==> config.mk <==
export PLATFORM = sky130hd
export DESIGN_NAME = parity_gen
export DESIGN_NICKNAME = d
export VERILOG_FILES = /design/src/rtl/fifo_package.sv /design/src/rtl/parity_skid_buf.sv /design/src/rtl/parity_gen.sv
export SDC_FILE = /design/constraint.sdc
export NUM_CORES = 1
export LEC_CHECK = 0
export CORE_MARGIN = 2
export CORE_UTILIZATION = 40
export DETAILED_ROUTE_END_ITERATION = 12
export PLACE_DENSITY = 0.65
export SLEW_MARGIN = 5
export SYNTH_ARGS = -nofsm -noshare
export SYNTH_HDL_FRONTEND = slang
export SYNTH_SLANG_ARGS = --single-unit
==> constraint.sdc <==
create_clock -name clk -period 2 [get_ports clk]
set_clock_uncertainty 0.05 [all_clocks]
set_input_delay 0.3 -clock clk [delete_from_list [all_inputs] [get_ports clk]]
set_output_delay 0.3 -clock clk [all_outputs]
set_load 0.01 [all_outputs]
==> src/rtl/fifo_package.sv <==
`default_nettype none
// fifo_package: shared defaults and buffer-state encoding for parity_gen.
// Revision 1.0
package fifo_package;

  localparam int    DATA_WIDTH  = 9;
  localparam string PARITY_BIT  = "MSB";
  localparam string PARITY_TYPE = "EVEN";

  typedef enum logic [1:0] {
    BUF_EMPTY = 2'd0,
    BUF_ONE   = 2'd1,
    BUF_FULL  = 2'd2
  } buf_state_e;

endpackage
`default_nettype wire

==> src/rtl/parity_skid_buf.sv <==
`default_nettype none
// parity_skid_buf: 2-entry (main, skid) output buffer with fully registered outputs.
// Revision 1.0
module parity_skid_buf
  import fifo_package::*;
#(
  parameter int WIDTH = DATA_WIDTH + 1
) (
  input  logic             clk,
  input  logic             rst,
  input  logic [WIDTH-1:0] in_data_i,
  input  logic             in_valid_i,
  output logic             in_grant_o,
  output logic [WIDTH-1:0] out_data_o,
  output logic             out_valid_o,
  input  logic             out_grant_i
);

  buf_state_e       state_q, state_d;
  logic [WIDTH-1:0] main_q, main_d;
  logic [WIDTH-1:0] skid_q, skid_d;
  logic             grant_q, grant_d;
  logic             accept;
  logic             pop;

  assign accept = in_valid_i && grant_q;
  assign pop    = (state_q != BUF_EMPTY) && out_grant_i;

  always_ff @(posedge clk) begin
    if (rst) begin
      state_q <= BUF_EMPTY;
      main_q  <= '0;
      skid_q  <= '0;
      grant_q <= 1'b0;
    end else begin
      state_q <= state_d;
      main_q  <= main_d;
      skid_q  <= skid_d;
      grant_q <= grant_d;
    end
  end

  always_comb begin
    state_d = state_q;
    main_d  = main_q;
    skid_d  = skid_q;
    case (state_q)
      BUF_EMPTY: begin
        if (accept) begin
          state_d = BUF_ONE;
          main_d  = in_data_i;
        end
      end
      BUF_ONE: begin
        if (accept && pop) begin
          main_d = in_data_i;
        end else if (accept) begin
          state_d = BUF_FULL;
          skid_d  = in_data_i;
        end else if (pop) begin
          state_d = BUF_EMPTY;
        end
      end
      BUF_FULL: begin
        // grant is low here, so only a pop can move the buffer
        if (pop) begin
          state_d = BUF_ONE;
          main_d  = skid_q;
        end
      end
      default: state_d = BUF_EMPTY;
    endcase
    grant_d = (state_d != BUF_FULL);
  end

  always_comb begin
    out_valid_o = (state_q != BUF_EMPTY);
    out_data_o  = main_q;
    in_grant_o  = grant_q;
  end

endmodule
`default_nettype wire

==> src/rtl/parity_gen.sv <==
`default_nettype none
// parity_gen: appends an even/odd parity bit to each upstream word and feeds a FIFO push port.
// Revision 1.0
module parity_gen #(
  parameter int    DATA_WIDTH  = fifo_package::DATA_WIDTH,
  parameter string PARITY_BIT  = fifo_package::PARITY_BIT,
  parameter string PARITY_TYPE = fifo_package::PARITY_TYPE
) (
  input  logic                  clk,
  input  logic                  rst,
  input  logic [DATA_WIDTH-2:0] data_i,
  input  logic                  valid_i,
  output logic                  grant_o,
  input  logic                  err_inject_i,
  output logic [DATA_WIDTH-1:0] data_o,
  output logic                  push_valid_o,
  input  logic                  push_grant_i,
  output logic [15:0]           word_cnt_o,
  output logic [7:0]            err_cnt_o
);
  import fifo_package::*;

  logic                  parity_raw;
  logic                  parity;
  logic [DATA_WIDTH-1:0] packed_word;
  logic [DATA_WIDTH:0]   entry_out;
  logic                  entry_err;
  logic                  push;
  logic [15:0]           word_cnt_q, word_cnt_d;
  logic [7:0]            err_cnt_q, err_cnt_d;

  generate
    if (PARITY_TYPE == "ODD") begin : g_odd
      assign parity_raw = ~^data_i;
    end else begin : g_even
      assign parity_raw = ^data_i;
    end
  endgenerate

  assign parity = parity_raw ^ err_inject_i;

  generate
    if (PARITY_BIT == "LSB") begin : g_lsb
      assign packed_word = {data_i, parity};
    end else begin : g_msb
      assign packed_word = {parity, data_i};
    end
  endgenerate

  // Each entry carries its injected-error flag above the packed word
  parity_skid_buf #(
    .WIDTH (DATA_WIDTH + 1)
  ) u_buf (
    .clk         (clk),
    .rst         (rst),
    .in_data_i   ({err_inject_i, packed_word}),
    .in_valid_i  (valid_i),
    .in_grant_o  (grant_o),
    .out_data_o  (entry_out),
    .out_valid_o (push_valid_o),
    .out_grant_i (push_grant_i)
  );

  assign data_o    = entry_out[DATA_WIDTH-1:0];
  assign entry_err = entry_out[DATA_WIDTH];
  assign push      = push_valid_o && push_grant_i;

  always_comb begin
    word_cnt_d = word_cnt_q;
    err_cnt_d  = err_cnt_q;
    if (push) begin
      word_cnt_d = word_cnt_q + 16'd1;
      if (entry_err && (err_cnt_q != 8'hFF)) begin
        err_cnt_d = err_cnt_q + 8'd1;
      end
    end
  end

  always_ff @(posedge clk) begin
    if (rst) begin
      word_cnt_q <= '0;
      err_cnt_q  <= '0;
    end else begin
      word_cnt_q <= word_cnt_d;
      err_cnt_q  <= err_cnt_d;
    end
  end

  assign word_cnt_o = word_cnt_q;
  assign err_cnt_o  = err_cnt_q;

endmodule
`default_nettype wire

==> metrics.cfg, run 1 <==
[drt]
postRouteAntennaNets=0
drc=0
vias_per_cell=4.96
drt-wirelength-per-cell_um=12.2
dr.pass1.iters=4
wirelength_um=4720
vias=1918
drt_iter0_markers=44

[cts]
cts_root_buffer=clkbuf_8
clkSinkCount=47
cts.clk_slew.worst_paths_ns=0.08
tritoncts=built
cts_buffer_depth=2
htree_levels=2
cts_hold_buf=0
cts_buffers=5
clk_latency_ns=0.29
postCtsSetupRepairBufs=0
ctsResizeCount=0

[setup_path]
crit_fanout=7
start_kind=flop
cp.arrival_ns=1.59
required_ns=1.65
crit_type=reg2out
r2r_setup_slack_ns=0.19
end_kind=output port

[cells_and_area]
drive_gt1_share_pct=13.0
stdcell_count=387
final_cell_mix=47 x dfxtp_1, 46 x clkdlybuf4s50_1, 31 x nand2_1
fin_util_pct=54.2
final_nets=331
area_growth_pct=31.5
num-fill-cells=537
antennaDiodeCount=0
layout_commonest_cell=dfxtp_1

[timing]
drv_slew=0
worst_hold_slack_ns=0.405
finalWorstSetupSlack_ns=0.0619
relSlewSlack_pct=54.5
setup_viol_count_final=0
hold_viol=0
fin_crit_ns=1.94
rsz0062_at_grt=no
max_freq_ghz=0.516
fin_crit_sh_pct=96.9
worstMarginPinSlew_ns=0.682

[pwr]
pwr-share-comb_pct=13.3
powerDensity_nw_per_um2=586
p_switching_w=0.000417
swShare_pct=24.0
ir_worst_vdd_mv=0.260
p_int_w=0.00132
clkPwrFrac_pct=30.6
total_power_w=0.00174
seqPwrFrac_pct=56.2
p_leak_nw=1.15

[global_routing]
antenna_found_initial=0
grt_overflow=0
grt_max_degree=40
grt_use_total_pct=15.8
grt_pass1_vias=1765
grt_pass1_wl_um=8030

[placed_design]
dpl.cell_count=381
dp_hpwl_um=3370
place_ws_ns=-0.136
numPortBuffers=47
globalplace.congestion=0.797

[yosys]
yosys.area.top_type=dfxtp_1
synth_async_sr_flop_share_pct=0
synth_edf_count=0
ys_ff_latch=47
yosysWarnings=0
ys_types=47
synth_fp_nets=274
netlist.area_leader.share_pct=41.7
ys_seq_area_share_pct=41.7
avgSynthCellArea_sq_um=8.71
synth_area_sq_um=2250
synth_area_leaders=dfxtp_1 42%, mux2i_1 5.3%, nand2_1 5.2%, nor2_1 4.7%, xnor2_1 3.9%
syn_inst=259
ys.flop_type=dfxtp_1

[hold_path]
hold_path_class=reg2reg

[floorplan]
start_util_pct=41.2
die_h_um=79.1
die_area_sq_um=6250
core_sq_um=5470
ios=48
row_count=27
die_x_um=79.1

[run_status]
status=finished, final reports clean

[flow_run]
drv_cap=0

-- flip-flops by register name (all words and copies together), names as in the netlist --
name / flops
u_buf.state_q: 2
word_cnt_o: 16
err_cnt_o: 8
u_buf.out_data_o: 10
u_buf.in_grant_o: 1
u_buf.skid_q: 10
-- synth_stat cells (2+ instances only) --
| cell type | n |
|---|---|
| a211oi_1 | 9 |
| a21oi_1 | 17 |
| and3b_1 | 3 |
| buf_2 | 2 |
| buf_4 | 9 |
| clkbuf_1 | 11 |
| dfxtp_1 | 47 |
| ha_1 | 2 |
| inv_1 | 5 |
| mux2_2 | 2 |
| mux2i_1 | 12 |
| nand2_1 | 31 |
| nand3_1 | 8 |
| nand3b_1 | 2 |
| nand4_1 | 2 |
| nor2_1 | 28 |
| nor2b_1 | 4 |
| nor3_1 | 5 |
| nor4_1 | 2 |
| o211ai_1 | 2 |
| o21ai_0 | 5 |
| o22a_1 | 2 |
| o31ai_1 | 2 |
| or2_2 | 3 |
| or3_1 | 4 |
| or4_1 | 3 |
| xnor2_1 | 10 |
| xor2_1 | 8 |
-- per-stage QoR --
step | setup TNS, ns | area [sq um]
4_1_cts | 0 | 2960
3_3_place_gp | -0.206 | 2890
5_1_grt | 0 | 2960
2_1_floorplan | 0 | 2250
3_5_place_dp | -0.461 | 2890
6_report | 0 | 2960
-- layer usage --
metal	vias to the layer above	track usage (%)	share of wire, %
met1	879	20.7	50
li1	1008	-	-
met5	-	0	0
met3	5	3.64	3.1
met4	0	4.83	1.4
met2	26	26.0	46
-- cells by family after synthesis --
kind of cell	synth area share [%]
simple gates	23.1
flops	41.7
compound gates	13.6
buf+inv	6.10
xor+xnor	7.99
mux	6.33
fa+ha+maj	1.11
-- worst paths after layout --
path	from	to	cells after the start
worst min-delay path	u_buf.skid_q[7]	u_buf.skid_q[7]	2
worst max register to register	word_cnt_o[6]	word_cnt_o[15]	4
worst max-delay path	u_buf.state_q[0]	push_valid_o	3
worst min register to register	u_buf.skid_q[7]	u_buf.skid_q[7]	2
-- critical path: stages, from the launching register on --
cell and delay, ns:
dfxtp_1 0.37, buf_4 0.17, or2_2 0.28, clkdlybuf4s50_1 0.48
-- layout make-up --
type | count | area, sq um | area share, %
repair buffers | 72 | 666 | 22.5
flip-flops and latches | 47 | 941 | 31.7
multi-input cells | 185 | 1180 | 39.7
clock buffers | 6 | 72.6 | 2.45
well taps | 72 | 90.1 | 3.04
inverters | 5 | 18.8 | 0.633
-- power groups by stage --
stage / Sequential, W / Clock [W] / Combinational, W
3_5_place_dp: 0.000998 / 0 / 0.000232
5_1_grt: 0.000980 / 0.000592 / 0.000252
4_1_cts: 0.000976 / 0.000558 / 0.000233
2_1_floorplan: 0.000994 / 0 / 0.000141
3_3_place_gp: 0.000997 / 0 / 0.000230
6_report: 0.000976 / 0.000531 / 0.000231
Power figures use the tool's default switching activity.
==> run 2: changes to the inputs <==
--- a/config.mk
+++ b/config.mk
@@ -8,7 +8,7 @@
 export CORE_MARGIN = 2
 export CORE_UTILIZATION = 40
 export DETAILED_ROUTE_END_ITERATION = 12
-export PLACE_DENSITY = 0.65
+export PLACE_DENSITY = 0.63
 export SLEW_MARGIN = 5
 export SYNTH_ARGS = -nofsm -noshare
 export SYNTH_HDL_FRONTEND = slang
==> run 2 against run 1 <==
Non-clock buffer count is 1 higher. Sequential power hardly changed. Final cell count is 0.78% higher. Hold slack better by 0.0034 ns. Largest power group unchanged.
==> metrics.cfg, run 2 (synthesis gave the netlist of run 1 again) <==
[setup_path]
crit_slowest_cell=dfxtp_1
cp.arrival_ns=1.56  ; -0.03 ns
r2r_setup_slack_ns=0.13  ; -0.06 ns
critical_path_buf_inv_count=1  ; -1
rr_startpoint=u_buf.state_q[1]
path_cells=or2_2, clkdlybuf4s50_1
crit_type=reg2out
critPathMaxStageDelay_ns=0.54  ; +0.06 ns
start_kind=flop
crit_fanout=12  ; +5
end_kind=output port
r2r_cells=4  ; unchanged
crit_start=u_buf.state_q[1]
required_ns=1.65  ; about the same
path_delay_family=flip-flops
r2r-end=word_cnt_o[15]

[placed_design]
dp_hpwl_um=3400  ; +0.71%
dpl.cell_count=382  ; +0.26%
place_ws_ns=-0.140  ; -0.00384 ns
numPortBuffers=47  ; unchanged
globalplace.congestion=0.777  ; -2.6%

[cts]
tritoncts=built
cts.clk_slew.worst_paths_ns=0.09  ; about the same
cts_buffers=5  ; unchanged
cts_hold_buf=0  ; unchanged
clkSinkCount=47  ; unchanged
cts_buffer_depth=2  ; unchanged
cts_root_buffer=clkbuf_8
clk_latency_ns=0.30  ; about the same
ctsResizeCount=0  ; unchanged
postCtsSetupRepairBufs=0  ; unchanged
htree_levels=2  ; unchanged

[drt]
vias=1951  ; +1.7%
dr.pass1.iters=4  ; unchanged
drc=0  ; unchanged
drt-wirelength-per-cell_um=12.1  ; -0.98%
vias_per_cell=5.00  ; +0.94%
wirelength_um=4710  ; -0.21%
postRouteAntennaNets=0  ; unchanged
drt_iter0_markers=38  ; -14%

[pwr]
ir_worst_vdd_mv=0.265  ; +1.8%
powerDensity_nw_per_um2=631  ; +7.6%
p_leak_nw=1.17  ; +2.2%

[timing]
finalWorstSetupSlack_ns=0.0944  ; +0.0325 ns
rsz0062_at_grt=no
fin_crit_ns=1.91  ; -0.0325 ns
hold_viol=0  ; unchanged
drv_slew=0  ; unchanged
worst_hold_slack_ns=0.409  ; +0.00342 ns
fin_crit_sh_pct=95.3  ; -1.6 points
setup_viol_count_final=0  ; unchanged
totalNegativeSetupSlack_ns=0  ; unchanged
max_freq_ghz=0.525  ; +1.7%
worstMarginPinSlew_ns=0.727  ; +0.0448 ns
relSlewSlack_pct=51.5  ; -3.0 points

[cells_and_area]
antennaDiodeCount=0  ; unchanged
final_cell_mix=47 x dfxtp_1, 46 x clkdlybuf4s50_1, 31 x nand2_1
stdcell_count=390  ; +0.78%
area_growth_pct=33.6
layout_commonest_cell=dfxtp_1
largest_reg_flops=16  ; unchanged
final_nets=332  ; +0.30%
drive_gt1_share_pct=14.2  ; +1.1 points

[hold_path]
min_from=u_buf.skid_q[7]
whs_endpoint=u_buf.skid_q[7]
hold_path_class=reg2reg
hold_depth=2  ; unchanged

[floorplan]
die_x_um=79.1  ; unchanged
die_area_sq_um=6250  ; unchanged
die_h_um=79.1  ; unchanged
ios=48  ; unchanged
row_count=27  ; unchanged
start_util_pct=41.2  ; unchanged
core_sq_um=5470  ; unchanged

[run_status]
status=finished, final reports clean

[global_routing]
grt_use_total_pct=15.3  ; -0.49 points
grt_pass1_vias=1795  ; +1.7%
antenna_found_initial=0  ; unchanged
grt_overflow=0  ; unchanged
grt_max_degree=42  ; +5.0%
grt_pass1_wl_um=7730  ; -3.8%

[flow_run]
drv_cap=0  ; unchanged

[run 2: cell count changes in the layout (fill, tap and decap cells not counted), sizes merged]
cell and change:
buf +1, bufinv +1, clkbuf -1, clkinv +2
[run 2: tightest hold or removal path: cells and delay by family, from the launching register on]
family | cells | cell delay, ns
DFF | 1 | 0.32
AOI/OAI and AO/OA | 1 | 0.05
and+or+nand+nor | 1 | 0.05
[run 2: cell type report]
type / count / area, sq um
multi-input cells: 185 / 1180
clock buffers: 5 / 68.8
clock inverters: 3 / 43.8
well taps: 72 / 90.1
inverters: 5 / 18.8
repair buffers: 73 / 673
flip-flops and latches: 47 / 941
fillers: 525 / 2460
[run 2: metrics by stage]
step / utilization [%] / cell area, sq um / total power [W]
floorplan: - / 2250 / 0.00113
global placement: 53.0 / 2900 / 0.00123
detailed placement: 53.0 / 2900 / 0.00123
CTS: 55.0 / 3010 / 0.00192
global route: 55.0 / 3010 / 0.00198
finish: 55.0 / 3010 / 0.00190
[run 2: report_power, final]
group	internal, W	switching [W]	total, W	leakage (nW)
Combinational	0.000126	0.0000993	0.000225	0.735
Clock	0.000372	0.000324	0.000696	0.0581
Sequential	0.000959	0.0000180	0.000977	0.381
Total	0.00146	0.000441	0.00190	1.17
[run 2: worst max-delay path by stage]
stage                                end  slack (ns)  cells past startpoint
after floorplan           word_cnt_o[15]        0.11                      4
after global placement      err_cnt_o[5]       -0.09                      5
after detailed placement    err_cnt_o[5]       -0.14                      5
after CTS                   push_valid_o        0.08                      2
after global routing        push_valid_o        0.03                      2
final                       push_valid_o        0.09                      2
[run 2: routing by layer]
layer	share of wire, %	GRT usage (%)	wire, um	vias up
met4	0.87	4.14	41	0
met1	49	19.3	2290	906
met2	47	26.1	2210	30
li1	-	-	-	1010
met5	0	0	0	-
met3	3.6	3.86	172	5
==> run 3: changes to the inputs <==
--- a/config.mk
+++ b/config.mk
@@ -9,6 +9,7 @@
 export CORE_UTILIZATION = 40
 export DETAILED_ROUTE_END_ITERATION = 12
 export PLACE_DENSITY = 0.63
+export RECOVER_POWER = 25
 export SLEW_MARGIN = 5
 export SYNTH_ARGS = -nofsm -noshare
 export SYNTH_HDL_FRONTEND = slang
==> run 3 against run 2 <==
Final cell count unchanged. Setup slack improved by 0.00060 ns. Largest cell class unchanged. Highest routed layer unchanged. Wire length decreased by 0.15%. Non-clock buffer count unchanged. Critical endpoint unchanged.
==> metrics.cfg, run 3 (synthesis gave the netlist of run 1 again) <==
[drt]
vias=1955  ; +0.21%
drt_iter0_markers=39  ; +2.6%
drt-wirelength-per-cell_um=12.1  ; -0.15%
drc=0  ; unchanged
postRouteAntennaNets=0  ; unchanged
dr.pass1.iters=4  ; unchanged
vias_per_cell=5.01  ; +0.21%
wirelength_um=4710  ; -0.15%

[timing]
max_freq_ghz=0.525  ; about the same
worstMarginPinSlew_ns=0.727  ; -0.000429 ns
worst_hold_slack_ns=0.409  ; unchanged
rsz0062_at_grt=no
setup_viol_count_final=0  ; unchanged
fin_crit_sh_pct=95.2  ; about the same
fin_crit_ns=1.90  ; -0.000602 ns
drv_slew=0  ; unchanged
hold_viol=0  ; unchanged
relSlewSlack_pct=51.6  ; about the same

[floorplan]
die_area_sq_um=6250  ; unchanged
core_sq_um=5470  ; unchanged
start_util_pct=41.2  ; unchanged
die_x_um=79.1  ; unchanged
die_h_um=79.1  ; unchanged
row_count=27  ; unchanged
ios=48  ; unchanged

[cts]
cts_hold_buf=0  ; unchanged
htree_levels=2  ; unchanged
ctsResizeCount=0  ; unchanged
cts_root_buffer=clkbuf_8
cts.clk_slew.worst_paths_ns=0.09  ; about the same
tritoncts=built
clk_latency_ns=0.30  ; about the same
cts_buffer_depth=2  ; unchanged
clkSinkCount=47  ; unchanged
cts_buffers=5  ; unchanged
postCtsSetupRepairBufs=0  ; unchanged

[pwr]
total_power_w=0.00189  ; -0.32%
seqPwrFrac_pct=51.6  ; about the same
ir_worst_vdd_mv=0.264  ; -0.31%
p_switching_w=0.000441  ; about the same
clkPwrFrac_pct=36.8  ; about the same
p_leak_nw=1.19  ; +1.6%
swShare_pct=23.3  ; +0.051 points
powerDensity_nw_per_um2=629  ; -0.19%
p_int_w=0.00145  ; -0.38%
pwr-share-comb_pct=11.6  ; -0.3 points

[setup_path]
r2r_cells=4  ; unchanged
end_kind=output port
crit_type=reg2out
required_ns=1.65  ; about the same
start_kind=flop
crit_fanout=12  ; unchanged
cp.arrival_ns=1.55  ; about the same

[hold_path]
hold_path_class=reg2reg
hold_depth=2  ; unchanged

[cells_and_area]
layout_commonest_cell=dfxtp_1
final_cell_mix=47 x dfxtp_1, 37 x clkdlybuf4s50_1, 31 x nand2_1
drive_gt1_share_pct=13.8  ; -0.31 points
antennaDiodeCount=0  ; unchanged
final_nets=332  ; unchanged
area_growth_pct=33.4
largest_reg_flops=16  ; unchanged

[global_routing]
grt_pass1_wl_um=7730  ; unchanged
antenna_found_initial=0  ; unchanged
grt_use_total_pct=15.3  ; unchanged
grt_pass1_vias=1795  ; unchanged
grt_max_degree=42  ; unchanged
grt_overflow=0  ; unchanged

[placed_design]
globalplace.congestion=0.777  ; unchanged
numPortBuffers=47  ; unchanged
dp_hpwl_um=3400  ; unchanged

[run_status]
status=finished, final reports clean

[flow_run]
drv_cap=0  ; unchanged

-- run 3: changes by cell type in the layout (fill, tap and decap cells not counted), sizes merged --
cell | previous run | this run
dlygate4sd3 | 0 | 9
clkdlybuf4s50 | 46 | 37
buf | 27 | 24
clkbuf | 5 | 8
-- run 3: metal layers --
metal | track usage, % | up-vias | part of all wire, %
met1 | 19.3 | 909 | 49
met3 | 3.86 | 5 | 3.7
met5 | 0 | - | 0
met4 | 4.14 | 0 | 0.87
met2 | 26.1 | 30 | 47
li1 | - | 1011 | -
-- run 3: critical path: stages, from the launching register on --
cell and delay, ns:
dfxtp_1 0.54, or2_2 0.19, clkdlybuf4s50_1 0.52
-- run 3: power groups by stage --
stage	clock network, W	logic [W]	registers, W
3_3_place_gp	0	0.000226	0.000999
3_5_place_dp	0	0.000228	0.00100
6_report	0.000696	0.000220	0.000977
5_1_grt	0.000751	0.000242	0.000980
4_1_cts	0.000714	0.000229	0.000978
2_1_floorplan	0	0.000141	0.000994
-- run 3: final timing paths --
check	from	end	slack, ns
worst max-delay path	u_buf.state_q[1]	push_valid_o	0.1
worst min-delay path	u_buf.skid_q[7]	u_buf.skid_q[7]	0.41
worst max register to register	u_buf.state_q[1]	err_cnt_o[5]	0.14
worst min register to register	u_buf.skid_q[7]	u_buf.skid_q[7]	0.41
-- run 3: area by class of cell --
type                            count  area, sq um
Timing Repair Buffer               73          669
Clock buffer                        5         68.8
Inverter                            5         18.8
Clock inverter                      3         43.8
Multi-Input combinational cell    185         1180
Fill cell                         527         2460
Tap cell                           72         90.1
Sequential cell                    47          941
-- run 3: stage by stage --
step	util [%]	TNS (ns)	instances	setup WS, ns	instance area, sq um
floorplan	-	0	259	0.109	2250
global placement	53.0	-0.288	382	-0.0894	2900
detailed placement	53.0	-0.466	382	-0.140	2900
CTS	55.0	0	390	0.0833	3010
global route	55.0	0	390	0.0296	3010
finish	55.0	0	390	0.0950	3010
==> patch 1 (config.mk and constraints of run 1) <==
The 3 states of `buf_state_e` get a one-hot encoding in 3 bits.
--- a/src/rtl/fifo_package.sv
+++ b/src/rtl/fifo_package.sv
@@ -9,6 +9,6 @@
 
-  typedef enum logic [1:0] {
-    BUF_EMPTY = 2'd0,
-    BUF_ONE   = 2'd1,
-    BUF_FULL  = 2'd2
+  typedef enum logic [2:0] {
+    BUF_EMPTY = 3'b001,
+    BUF_ONE   = 3'b010,
+    BUF_FULL  = 3'b100
   } buf_state_e;
Behaviour: same outputs for any inputs over 10 cycles, from zero or initial values and one cycle with rst high; not proved beyond that.
==> patch 1 against run 1 <==
- design area up 4.6%
- sequential cell count up 1
- synthesized area up 7.6%
- cell count up 1.8%
- critical path depth down 1
- register-to-register slack better by 0.06 ns
- synthesized cell count up 3.1%
- global-route usage up 1.4 points
- first-iteration DRC count rose to 3.1 times the old value
- routed wire length up 12%
- total power up 7.0%
- worst setup slack better by 0.020 ns
- largest cell class unchanged
==> patch 1: results (changes against run 1) <==
metric;value;unit;change
outcome;complete, no violations;;
p_int;1.40;mW;+5.7%
dp_slack;-0.0800;ns;+0.0564 ns
static-leakage-power;1.08;nW;-6.4%
cp-startpoint;u_buf.state_q[2]$_SDFF_PP0_;;
dpl.cell_count;385;;+1.0%
hold_end;word_cnt_o[15]$_SDFFE_PP0P_;;
grt_pass1_wl;8940;µm;+11%
pwr-share-clk;33.4;%;+2.8 points
use_met3;3.74;%;+0.10 points
viasPerCell;5.41;;+9.2%
wl_per_cell;13.4;µm;+9.7%
grt_usage;17.2;%;+1.4 points
dp_hpwl;3770;µm;+12%
grt_start_max_net_pins;50;;+25%
ir_drop;406;µV;+56%
clkLatencyLatePin;0.31;ns;+0.02 ns
synth-seq-area-share;39.6;%;-2.1 points
worstReg2RegEnd;u_buf.out_data_o[4]$_SDFFE_PP0P_;;
yosys-top-cells-area;dfxtp_1 40%, mux2i_1 4.1%, nor3_1 4.1%;;
hp-start;word_cnt_o[15]$_SDFFE_PP0P_;;
rrSetupSlack;0.25;ns;+0.06 ns
crit_fanout;6;;-1
gp_congestion;0.770;;-3.5%
syn_nets;282;;+2.9%
met1_usage;22.9;%;+2.2 points
met1_length;2530;µm;+7.9%
drtIter0Drc;136;;+210%
grtUsageMet2;27.4;%;+1.4 points
min_period;1.92;ns;-0.0199 ns
grt_pass1_vias;1964;;+11%
timing.slew.headroom;70.2;%;+16 points
powerSeq;0.988;mW;+1%
yosys-top-cells-count;48 x dfxtp_1, 20 x nor3_1, 18 x a21oi_1, 18 x nor2_1, 11 x nor2b_1;;
## patch 1: cell types whose count changed in the layout (fill, tap and decap cells not counted), moves of 8 or more
| cell | change |
|---|---|
| nand2_1 | -21 |
| nor3_1 | +15 |
| nor2_1 | -10 |
| a221oi_1 | +9 |
| a211oi_1 | -8 |
## patch 1: cell families after synthesis
logic type | Yosys count | share of synthesized area, %
DFF | 48 | 39.6
muxes | 10 | 4.13
and+or+nand+nor | 111 | 26.7
xor gates and xnor gates | 14 | 6.24
buffers and inverters | 29 | 7.89
AOI/OAI and AO/OA | 53 | 14.4
adders and majority gates | 2 | 1.03
## patch 1: layout make-up
class | count | area [µm²]
multi-input cells | 190 | 1280
flip-flops and latches | 48 | 961
well taps | 75 | 93.8
repair buffers | 68 | 653
clock buffers | 6 | 82.6
fillers | 575 | 2790
inverters | 5 | 18.8
clock inverters | 2 | 15.0
## patch 1: what timing repair did
action                     CTS  global route
buffers inserted             1             0
resized for setup            1             0
setup endpoints to repair    1             0
==> patch 2 (settings of run 1) <==
Made on the original files. Set the package constant `DATA_WIDTH` to 18 (it was 9).
--- a/src/rtl/fifo_package.sv
+++ b/src/rtl/fifo_package.sv
@@ -5,3 +5,3 @@
 
-  localparam int    DATA_WIDTH  = 9;
+  localparam int    DATA_WIDTH  = 18;
   localparam string PARITY_BIT  = "MSB";
Ports: changed (resized data_i and data_o); port bits go from 48 to 66. The function was not compared with the original's and may differ.
==> patch 2 against run 1 <==
- first-iteration DRC count increased by 55%
- critical path depth decreased by 1
- fmax increased by 2.0%
- critical endpoint unchanged
- largest cell class unchanged
- synthesized area increased by 32%
- sequential cell count increased by 18
- hold slack got worse by 0.21 ns
- critical path type unchanged
- non-clock buffer count increased by 10
- routed wire length increased by 32%
- count of clock-buffer cells in the layout increased by 4
- die area increased by 31%
- sequential power increased by 39%
- worst setup slack improved by 0.038 ns
- total power increased by 80%
- design area increased by 33%
==> patch 2: results (changes against run 1) <==
metric;value;unit;change
yosys-top-cells-count;65 x dfxtp_1, 46 x nor2_1, 44 x nand2_1, 24 x xnor2_1, 23 x a21oi_1;;
yosys-top-cells-area;dfxtp_1 44%, mux2i_1 7.0%, xnor2_1 7.0%;;
n_fill_cell;702;;+31%
grt_start_max_net_pins;32;;-20%
hp-start;rst;;
htree_levels;3;;+1
cp-startpoint;u_buf.state_q[1]$_SDFF_PP0_;;
post_dp_cell_area;3690;µm²;+27%
yosysUniqueCellTypes;33;;-30%
outcome;complete, no violations;;
arrival;1.55;ns;-0.04 ns
syn_area_per_cell;8.78;µm²;+0.91%
synth_top_cell_area_share;43.6;%;+1.8 points
drive_gt1_share;9.25;%;-3.8 points
synth-seq-area-share;43.6;%;+1.8 points
wl_per_cell;12.5;µm;+2.6%
viasPerCell;4.85;;-2.1%
gp_congestion;0.742;;-7.0%
grt_usage;16.2;%;+0.34 points
critPathSlowestCell;clkdlybuf4s50_1;;
io_buffer_count;65;;+38%
rrSetupSlack;0.33;ns;+0.14 ns
static-leakage-power;1.50;nW;+31%
dpl.cell_count;483;;+27%
syn_nets;364;;+33%
nets;419;;+27%
hold_class;input port to register;;
worst_slew_pin_slew;0.413;ns;-0.269 ns
ir_drop;484;µV;+86%
clkLatencyLatePin;0.34;ns;+0.05 ns
num_vias;2422;;+26%
dp_hpwl;4260;µm;+26%
p_switching;0.734;mW;+76%
==> patch 2: power by group through the flow <==
| stage | Sequential (mW) | Combinational (mW) | Clock (mW) |
|---|---|---|---|
| 6_report | 1.36 | 0.391 | 1.37 |
| 5_1_grt | 1.37 | 0.429 | 1.46 |
| 4_1_cts | 1.36 | 0.396 | 1.40 |
| 3_5_place_dp | 1.39 | 0.395 | 0 |
| 3_3_place_gp | 1.39 | 0.389 | 0 |
| 2_1_floorplan | 1.39 | 0.258 | 0 |
==> patch 2: cell type report <==
type                            instances  share of cell area [%]
Multi-Input combinational cell        235                    37.4
Sequential cell                        65                    33.1
Timing Repair Buffer                   82                    20.0
Clock buffer                           10                    3.25
Tap cell                               99                    3.15
Clock inverter                          6                    2.93
Inverter                                2                   0.191
==> patch 2: metal layers <==
metal,wire [µm],track usage [%]
met5,0,0
met4,131,7.44
met3,295,4.76
met2,2850,25.8
met1,2970,20.1
==> patch 2: through the flow <==
stage               power (mW)  worst slack (ns)  utilization, %  hold slack (ns)
floorplan                 1.64             0.411               -            0.374
global placement          1.78           -0.0444            50.8            0.391
detailed placement        1.79            -0.102            50.8            0.397
CTS                       3.15            0.0761            54.2            0.180
global route              3.26            0.0344            54.2            0.204
finish                    3.12            0.0996            54.2            0.195
==> patch 2: kinds of logic (layout without fill, tap and decap cells) <==
logic type | Yosys count | after routing | share of synthesized area (%)
xor gates and xnor gates | 36 | 36 | 11.0
DFF | 65 | 65 | 43.6
buffers and inverters | 40 | 100 | 7.75
muxes | 21 | 21 | 7.04
AOI/OAI and AO/OA | 49 | 49 | 10.8
adders and majority gates | 2 | 2 | 0.838
and+or+nand+nor | 127 | 127 | 19.0
==> patch 2: path summary, 6_finish.rpt <==
path                                         to  depth (start not counted)
setup / recovery                   push_valid_o                          2
hold / removal    u_buf.skid_q[17]$_SDFFE_PP0P_                          2
hold reg to reg   u_buf.skid_q[12]$_SDFFE_PP0P_                          2
setup reg to reg    word_cnt_o[11]$_SDFFE_PP0P_                          6
==> patch 2: worst register-to-register path, delay by kind of cell, from the launching register on <==
family          cells  cell delay, ns
buf+inv             1            0.17
compound gates      1            0.28
xor+xnor            1            0.15
simple gates        3            0.41
flops               1            0.50
